## config.mk

```make
export PLATFORM = sky130hd
export DESIGN_NAME = mem_stage_lsu
export DESIGN_NICKNAME = d
export VERILOG_FILES = /design/src/rtl/cpu_pkg.sv /design/src/rtl/lsu_lane_align.sv /design/src/rtl/mem_stage_lsu.sv
export SDC_FILE = /design/constraint.sdc
export NUM_CORES = 1
export LEC_CHECK = 0
export CAP_MARGIN = 15
export CORE_MARGIN = 2
export CORE_UTILIZATION = 47
export CTS_CLUSTER_SIZE = 12
export DETAILED_ROUTE_END_ITERATION = 16
export PLACE_DENSITY = 0.9
export SLEW_MARGIN = 20
export SYNTH_ARGS = -nofsm -noshare
export SYNTH_HDL_FRONTEND = slang
export SYNTH_SLANG_ARGS = --single-unit
```

## constraint.sdc

```tcl
create_clock -name clk -period 6.35 [get_ports clk]
set_input_delay 1.27 -clock clk [delete_from_list [all_inputs] [get_ports clk]]
set_output_delay 1.27 -clock clk [all_outputs]
set_load 0.02 [all_outputs]
```

## src/rtl/cpu_pkg.sv

```systemverilog
// -----------------------------------------------------------------------------
// cpu_pkg
// Shared types and constants for the CPU pipeline.
//   lsu_state_t   : MEM-stage load/store unit FSM states
//   mem_size_t    : access size encoding carried in ex_mem_mem_data_mask
//   is_misaligned : true when an access crosses its natural alignment
// -----------------------------------------------------------------------------
package cpu_pkg;

    typedef enum logic [1:0] {
        IDLE = 2'd0,
        REQ  = 2'd1,
        RESP = 2'd2,
        DONE = 2'd3
    } lsu_state_t;

    typedef logic [1:0] mem_size_t;

    localparam mem_size_t MEM_BYTE = 2'b00;
    localparam mem_size_t MEM_HALF = 2'b01;
    localparam mem_size_t MEM_WORD = 2'b10;   // 2'b11 is also treated as a word

    // Bytes are always aligned; halves need addr[0]=0; words need addr[1:0]=00.
    function automatic logic is_misaligned(input mem_size_t size, input logic [1:0] addr_lo);
        logic mis;
        case (size)
            MEM_BYTE: mis = 1'b0;
            MEM_HALF: mis = addr_lo[0];
            default:  mis = (addr_lo != 2'b00);
        endcase
        return mis;
    endfunction

endpackage

```

## src/rtl/lsu_lane_align.sv

```systemverilog
// -----------------------------------------------------------------------------
// lsu_lane_align
// Purely combinational byte-lane steering for the load/store unit.
// Ports:
//   size       in  2   access size (MEM_BYTE / MEM_HALF / MEM_WORD, 11 = word)
//   addr_lo    in  2   low address bits selecting the byte lane
//   zero_ext   in  1   1 = zero-extend loads, 0 = sign-extend
//   store_data in  32  right-justified store data
//   rdata      in  32  word returned by the data bus
//   wstrb      out 4   byte strobes for a store of this size/lane
//   wdata      out 32  store data replicated across all lanes
//   load_ext   out 32  selected lane, extended to 32 bits
// -----------------------------------------------------------------------------
module lsu_lane_align
    import cpu_pkg::*;
(
    input  mem_size_t   size,
    input  logic [1:0]  addr_lo,
    input  logic        zero_ext,
    input  logic [31:0] store_data,
    input  logic [31:0] rdata,
    output logic [3:0]  wstrb,
    output logic [31:0] wdata,
    output logic [31:0] load_ext
);

    logic [7:0]  ld_byte;
    logic [15:0] ld_half;

    // Half accesses use addr[1] only, so an odd half address aligns down.
    assign ld_byte = rdata[{addr_lo, 3'b000} +: 8];
    assign ld_half = rdata[{addr_lo[1], 4'b0000} +: 16];

    always_comb begin
        // NOTE: every output gets a default first so no path through the case
        // leaves one unassigned, which would otherwise infer a latch.
        wstrb    = 4'b1111;
        wdata    = store_data;
        load_ext = rdata;
        case (size)
            MEM_BYTE: begin
                wstrb    = 4'b0001 << addr_lo;
                wdata    = {4{store_data[7:0]}};
                load_ext = zero_ext ? {24'b0, ld_byte} : {{24{ld_byte[7]}}, ld_byte};
            end
            MEM_HALF: begin
                wstrb    = addr_lo[1] ? 4'b1100 : 4'b0011;
                wdata    = {2{store_data[15:0]}};
                load_ext = zero_ext ? {16'b0, ld_half} : {{16{ld_half[15]}}, ld_half};
            end
            default: ;
        endcase
    end

endmodule

```

## src/rtl/mem_stage_lsu.sv

```systemverilog
// -----------------------------------------------------------------------------
// mem_stage_lsu
// MEM-stage load/store unit. Consumes the EX/MEM register fields, runs one
// valid/ready request plus one response per instruction on the data bus,
// returns the extended load value and stalls the front of the pipe until the
// access completes (IDLE -> REQ -> RESP -> DONE, DONE releases stall once).
//
// Parameters:
//   TIMEOUT_CYCLES  cycles allowed in REQ+RESP before abort with bus_err (0 = off)
//   CNT_W           timeout counter width, 2**CNT_W > TIMEOUT_CYCLES
//
// Build option:
//   LSU_MISALIGN_TRAP_EN  misaligned half/word accesses are not issued; the
//                         unit goes IDLE -> DONE and pulses misaligned.
//                         Undefined: misaligned is tied 0, accesses align down.
//
// Ports:
//   clk, rst                        clock, asynchronous active-high reset
//   ex_mem_alu_result     in  32    access byte address
//   ex_mem_mem_read/write in  1     load / store request (write wins)
//   ex_mem_mem_data_mask  in  2     size: 00 byte, 01 half, 1x word
//   ex_mem_mem_unsigned   in  1     zero-extend the load
//   ex_mem_mem_write_data in  32    right-justified store data
//   dbus_req_*                      request channel (valid/ready, we, addr, wstrb, wdata)
//   dbus_rsp_valid/rdata  in        response channel
//   stall                 out 1     hold IF..EX/MEM this cycle
//   load_data             out 32    last completed load, extended
//   bus_err               out 1     one-cycle pulse on timeout abort
//   misaligned            out 1     one-cycle pulse on trapped access
// -----------------------------------------------------------------------------
module mem_stage_lsu
    import cpu_pkg::*;
#(
    parameter int TIMEOUT_CYCLES = 255,
    parameter int CNT_W          = 8
) (
    input  logic        clk,
    input  logic        rst,
    input  logic [31:0] ex_mem_alu_result,
    input  logic        ex_mem_mem_read,
    input  logic        ex_mem_mem_write,
    input  logic [1:0]  ex_mem_mem_data_mask,
    input  logic        ex_mem_mem_unsigned,
    input  logic [31:0] ex_mem_mem_write_data,
    output logic        dbus_req_valid,
    input  logic        dbus_req_ready,
    output logic        dbus_req_we,
    output logic [31:0] dbus_req_addr,
    output logic [3:0]  dbus_req_wstrb,
    output logic [31:0] dbus_req_wdata,
    input  logic        dbus_rsp_valid,
    input  logic [31:0] dbus_rsp_rdata,
    output logic        stall,
    output logic [31:0] load_data,
    output logic        bus_err,
    output logic        misaligned
);

    localparam bit               TIMEOUT_EN = (TIMEOUT_CYCLES > 0);
    localparam logic [CNT_W-1:0] CNT_LAST   =
        CNT_W'((TIMEOUT_CYCLES > 0) ? TIMEOUT_CYCLES - 1 : 0);

    lsu_state_t       state, state_next;
    logic [CNT_W-1:0] cnt;
    logic             access;
    logic             misalign_hit;
    logic             timeout_hit;
    logic             rsp_take;
    logic [3:0]       lane_wstrb;
    logic [31:0]      lane_wdata;
    logic [31:0]      lane_load;

    assign access = ex_mem_mem_read | ex_mem_mem_write;

    // Abort when the last allowed REQ/RESP cycle is reached, so exactly
    // TIMEOUT_CYCLES cycles are spent waiting on the bus.
    assign timeout_hit = TIMEOUT_EN && ((state == REQ) || (state == RESP)) && (cnt == CNT_LAST);

    // A response in the timeout cycle still completes the access.
    assign rsp_take = (state == RESP) && dbus_rsp_valid;

    // EX/MEM is frozen by stall for the whole transaction, so the live size,
    // lane and sign fields are still valid when the response returns.
    lsu_lane_align u_lane_align (
        .size       (ex_mem_mem_data_mask),
        .addr_lo    (ex_mem_alu_result[1:0]),
        .zero_ext   (ex_mem_mem_unsigned),
        .store_data (ex_mem_mem_write_data),
        .rdata      (dbus_rsp_rdata),
        .wstrb      (lane_wstrb),
        .wdata      (lane_wdata),
        .load_ext   (lane_load)
    );

`ifdef LSU_MISALIGN_TRAP_EN
    logic mis_q;

    assign misalign_hit = is_misaligned(ex_mem_mem_data_mask, ex_mem_alu_result[1:0]);

    always_ff @(posedge clk or posedge rst) begin
        if (rst) mis_q <= 1'b0;
        else     mis_q <= (state == IDLE) && access && misalign_hit;
    end

    assign misaligned = mis_q;
`else
    assign misalign_hit = 1'b0;
    assign misaligned   = 1'b0;
`endif

    always_comb begin
        state_next     = state;
        stall          = 1'b0;
        dbus_req_valid = 1'b0;
        case (state)
            IDLE: begin
                // Stall in the same cycle the access appears in EX/MEM.
                if (access) begin
                    stall      = 1'b1;
                    state_next = misalign_hit ? DONE : REQ;
                end
            end
            REQ: begin
                stall          = 1'b1;
                dbus_req_valid = !timeout_hit;
                if (timeout_hit)         state_next = DONE;
                else if (dbus_req_ready) state_next = RESP;
            end
            RESP: begin
                stall = 1'b1;
                if (rsp_take || timeout_hit) state_next = DONE;
            end
            // One unstalled cycle lets EX/MEM advance before a new access is seen.
            DONE:    state_next = IDLE;
            default: state_next = IDLE;
        endcase
    end

    // NOTE: state is updated with non-blocking assignments so every register
    // in this block samples the pre-edge values, independent of statement order.
    always_ff @(posedge clk or posedge rst) begin
        if (rst) begin
            state          <= IDLE;
            cnt            <= '0;
            dbus_req_we    <= 1'b0;
            dbus_req_addr  <= '0;
            dbus_req_wstrb <= '0;
            dbus_req_wdata <= '0;
            load_data      <= '0;
            bus_err        <= 1'b0;
        end else begin
            state   <= state_next;
            bus_err <= 1'b0;
            case (state)
                IDLE: begin
                    if (access && !misalign_hit) begin
                        cnt            <= '0;
                        dbus_req_we    <= ex_mem_mem_write;
                        dbus_req_addr  <= {ex_mem_alu_result[31:2], 2'b00};
                        dbus_req_wstrb <= ex_mem_mem_write ? lane_wstrb : 4'b0000;
                        dbus_req_wdata <= lane_wdata;
                    end
                end
                REQ, RESP: begin
                    cnt <= cnt + 1'b1;
                    if (rsp_take) begin
                        if (!dbus_req_we) load_data <= lane_load;
                    end else if (timeout_hit) begin
                        bus_err <= 1'b1;
                    end
                end
                default: ;
            endcase
        end
    end

endmodule

```

# == Word-level counts from Yosys, hierarchy flattened ==
# Index checks and enable logic that the tools add are counted.
# classes
shifts,3
n_bitwise,2
addsub,1
muxes,20
reduce_logical,13
n_eq_ne,8
# op_table
op,count
$pmux 32 s2,2
$mux 32,2
$shiftx 32x6->16,1
$shiftx 32x6->8,1
$pmux 8 s2,1
$add 8x1->8 const B,1
$eq 8x8->1 const B,1
$mux 2,4
$mux 4,2
$mux 8,1
$pmux 2 s4,1
$pmux 4 s2,1
$reduce_and 3->1,2
$mux 1,5
$eq 2x1->1 const B,2
$eq 2x2->1 const B,2
$logic_not 2->1,2
$reduce_and 2->1,2
$shl 1x2->4 const A,1
$ne 3x3->1 const B,1
$logic_and 1x1->1,2
$logic_or 1x1->1,2
$ne 2x1->1 const B,1
$ne 2x2->1 const B,1
6 further kinds,6
# word_totals
ff_bits,110
wordCells,55
out_inout_bits,105

# == Depth between registers and ports, before layout ==
# logic_depth
depth_word,6
mapped_depth,9
depth_no_buf,6

# == Cells and area by module ==
# Synthesis repeated with hierarchy kept, for this count alone.
# hier_totals
cells_unflattened,472
hier_area_um2,5695.5
# by_module_without_submodules
module,cells_each,area_each_um2,seq_area_each_um2,instances
mem_stage_lsu,301,4404.2,2752.6,1
lsu_lane_align,171,1291.2,0.0,1

# == Least setup slack after synthesis ==
# OpenSTA, ideal clock, no wires.
# synth_path
kind,input port to output port
startpoint,in ex_mem_mem_write
endpoint,out stall
slack_ns,2.971
required_ns,5.080
arrival_time_ns,2.109
cell_stages,4
cell_sequence,o21ai_1 -> buf_2 -> buf_2 -> a21oi_1
# synth_between
elab_chain_cells,3
# synth_rtl
element,line_no,rtl
from (decl),mem_stage_lsu.sv:41,"input logic ex_mem_mem_write,"
$or 1x1->1,mem_stage_lsu.sv:73,assign access = ex_mem_mem_read | ex_mem_mem_write;
$mux 1,mem_stage_lsu.sv:118,if (access) begin
$pmux 1 s2,mem_stage_lsu.sv:115,case (state)
to (decl),mem_stage_lsu.sv:53,"output logic stall,"
# No other way between the ends.

# == Worst setup path in the final report ==
# Ends and elaborated chain as after synthesis.

==> reports/results.ini <==
[sta]
setup_viol=0
slew_violations=0
grt_setup_unrepaired=no
hold_viol=0
tns_ns=0
setup_ws_ns=2.268
period_minus_slack_ns=4.082
relSlewSlack=0.3487
skew_ns=0.006269
worstMarginPinSlew_ns=0.9769
max_freq_mhz=245.0
finalCritPeriodShare=0.6428

[final_layout]
fillerInstances=787
drive_above_1_share=0.1285
syn_to_final_growth_pct=44.17
n_antenna_cell=0
final_cells=817
final_util=0.6962
num-nets-final=785

[critical_path]
critPathBufInv=2
r2r-start=state[1]$_DFFE_PP0P_
crit_arrival_ns=2.81
crit_path_top_delay_cell=clkdlybuf4s50_1
cp-start-kind=input pin
critPathRequiredTime_ns=5.08
timing.rr.end=load_data[30]$_DFFE_PP0P_
cp.depth=4
crit_top_cell=clkdlybuf4s50_1
end_kind=output pin
cp_top_family=buffers and inverters
slowest_delay_ns=0.63
reg2reg_slack_ns=4.13
crit_type=in2out
crit_chain=clkdlybuf4s50_1 -> o21ai_4 -> a21oi_1 -> clkdlybuf4s50_1
rr_worst_depth=7
cp_max_fo=5

[detailed_routing]
vias_per_cell=5.493
drtIter0Drc=229
ant_nets=0
wirelength_um=14960
dr.pass1.iters=5
drc=0
wl_per_cell_um=18.30
vias=4488

[logic_synthesis]
netlist_top_cells_count=110 x dfrtp_1, 68 x nand2_1, 50 x o21ai_0, 45 x mux2_2, 27 x mux2i_1
ys_top_cells_by_area=dfrtp_1 53%, mux2_2 9.7%, mux2i_1 5.2%, nand2_1 4.9%, o21ai_0 4.8%
synth_most_common_cell=dfrtp_1
synth_area_per_cell_um2=10.82
ys_ff_latch=110
synth.cell_area_mm2=0.005235
synth_top_area_frac=0.5258
seq_area_frac_synth=0.5258
yosysTopAreaCell=dfrtp_1
synth_cell_types=52
synth_edf_count=0
synth_warnings=0
synthFlopType=dfrtp_1
synthCells=484
synthArstFlopShare=1.000

[power_and_ir_drop]
ir_drop_mv=0.3006
p_per_area_mw_per_mm2=466.1
intPower_mw=2.137
p_sw_frac=0.3925
seqPwrFrac=0.345
p_leak_nw=3.263
switching_power_mw=1.380
clkPwrFrac=0.126
finalPower_mw=3.518
combinationalPowerShare=0.529

[worst_hold_path]
min-delay-start=dbus_req_wdata[24]$_DFFE_PP0P_
whs_path_depth=2
holdPathEnd=dbus_req_wdata[24]$_DFFE_PP0P_
min_path_type=reg2reg

[global_route]
grt_pass1_vias=4714
antenna_found_initial=0
overflow=0
grt_pass1_wl_um=23470
grt_max_degree=96
track_usage=0.2537

[floorplan]
coreArea_mm2=0.01084
die_w_um=109.5
io-pin-count=210
die_area_mm2=0.01200
die_y_um=109.5
placementRows=38
initial_core_util=0.4829

[cts]
cts_resized=0
cts_tree=done
cts-root-buf=clkbuf_8
cts_buffers=9
clkLatencyLatePin_ns=0.37
clk_pin_slew_ns=0.10
htreeDepth=3
ctsHoldBuffers=0
clock_sinks=110
cts_setup_buffers=0
cts_max_path_buffers=2

[placed_design]
placed_cells=802
gp_congestion=0.8513
dp_slack_ns=2.262
dpl.hpwl_um=11060
port_buffers=206

[run_status]
status=complete, no violations

[flow_run]
drv_cap=0

## logic make-up (layout without fill, tap and decap cells)
logic type	after synthesis	after routing	synth area share
adders and majority gates	7	7	0.01673
muxes	72	72	0.1484
and+or+nand+nor	148	148	0.1448
DFF	110	110	0.5258
AOI/OAI and AO/OA	102	102	0.1212
other	1	3	0.0007163
buffers and inverters	44	235	0.04230
## layout by cell type (no fill, tap or decap), types with 2 or more instances in the layout
master | synthesis | final
o21ai_0 | 50 | 50
buf_4 | 6 | 5
nor3_1 | 3 | 3
dfrtp_1 | 110 | 110
nand2_1 | 68 | 68
inv_1 | 9 | 8
a21oi_1 | 19 | 19
nand4_1 | 3 | 3
nor2_1 | 15 | 15
conb_1 | 1 | 3
a222oi_1 | 7 | 7
and2_1 | 3 | 3
nand3b_1 | 7 | 7
nand3_2 | 10 | 10
a22o_1 | 3 | 3
ha_1 | 7 | 7
nand3_1 | 25 | 25
clkbuf_8 | 0 | 12
o31ai_1 | 7 | 7
mux2_2 | 45 | 45
nor2b_1 | 2 | 2
clkdlybuf4s50_1 | 0 | 205
mux2i_1 | 27 | 27
## worst register-to-register path: stages (launching register included)
cell and delay (ns):
dfrtp_1 0.42, inv_1 0.11, ha_1 0.43, nand4b_1 0.16, buf_4 0.33, nor3_1 0.10, nand2_2 0.37, nand3_1 0.15
## registers in the layout, indices dropped and copies added, names as in the netlist
register / cells
load_data: 32
cnt: 8
dbus_req_wstrb: 4
state: 2
dbus_req_wdata: 32
dbus_req_we: 1
bus_err: 1
dbus_req_addr: 30
## power by group through the flow
stage                     combinational, mW  clock (mW)  sequential [mW]
after floorplan                       0.625           0             1.58
after global placement                 1.80           0             1.20
after detailed placement               1.86           0             1.22
final                                  1.86       0.445             1.21
after CTS                              1.87       0.455             1.21
after global routing                   1.99       0.481             1.25
## routing by layer
| metal | global-route usage | vias to the layer above | routed length [um] |
|---|---|---|---|
| li1 | - | 2094 | - |
| met1 | 0.2879 | 2146 | 5657 |
| met2 | 0.4515 | 216 | 7684 |
| met3 | 0.06935 | 32 | 1239 |
| met4 | 0.1004 | 0 | 374 |
| met5 | 0 | - | 0 |
## through the flow
stage	hold slack (ns)	instance area, um^2
final	0.4839	7547
after global routing	0.5282	7547
after CTS	0.4940	7546
after detailed placement	0.4717	7338
after global placement	0.4609	7338
after floorplan	0.4452	5243
## worst max-delay path by stage
stage,start,end,slack (ns)
after detailed placement,ex_mem_mem_write,stall,2.26
after global placement,ex_mem_mem_write,stall,2.30
final,ex_mem_mem_write,stall,2.27
after floorplan,rst,bus_err$_DFF_PP0_,2.18
after global routing,ex_mem_mem_write,stall,2.22
after CTS,ex_mem_mem_write,stall,2.25
## cell type report
cell class	instances	area (um^2)	share of cell area
multi-input combinational	332	2281	0.3022
inverter	9	36.28	0.004808
clock inverter	3	42.54	0.005637
tap	140	175.2	0.02321
clock buffer	12	165.2	0.02188
sequential	110	2753	0.3647
timing repair buffer	211	2095	0.2775
(Power assumes the default switching activity.)
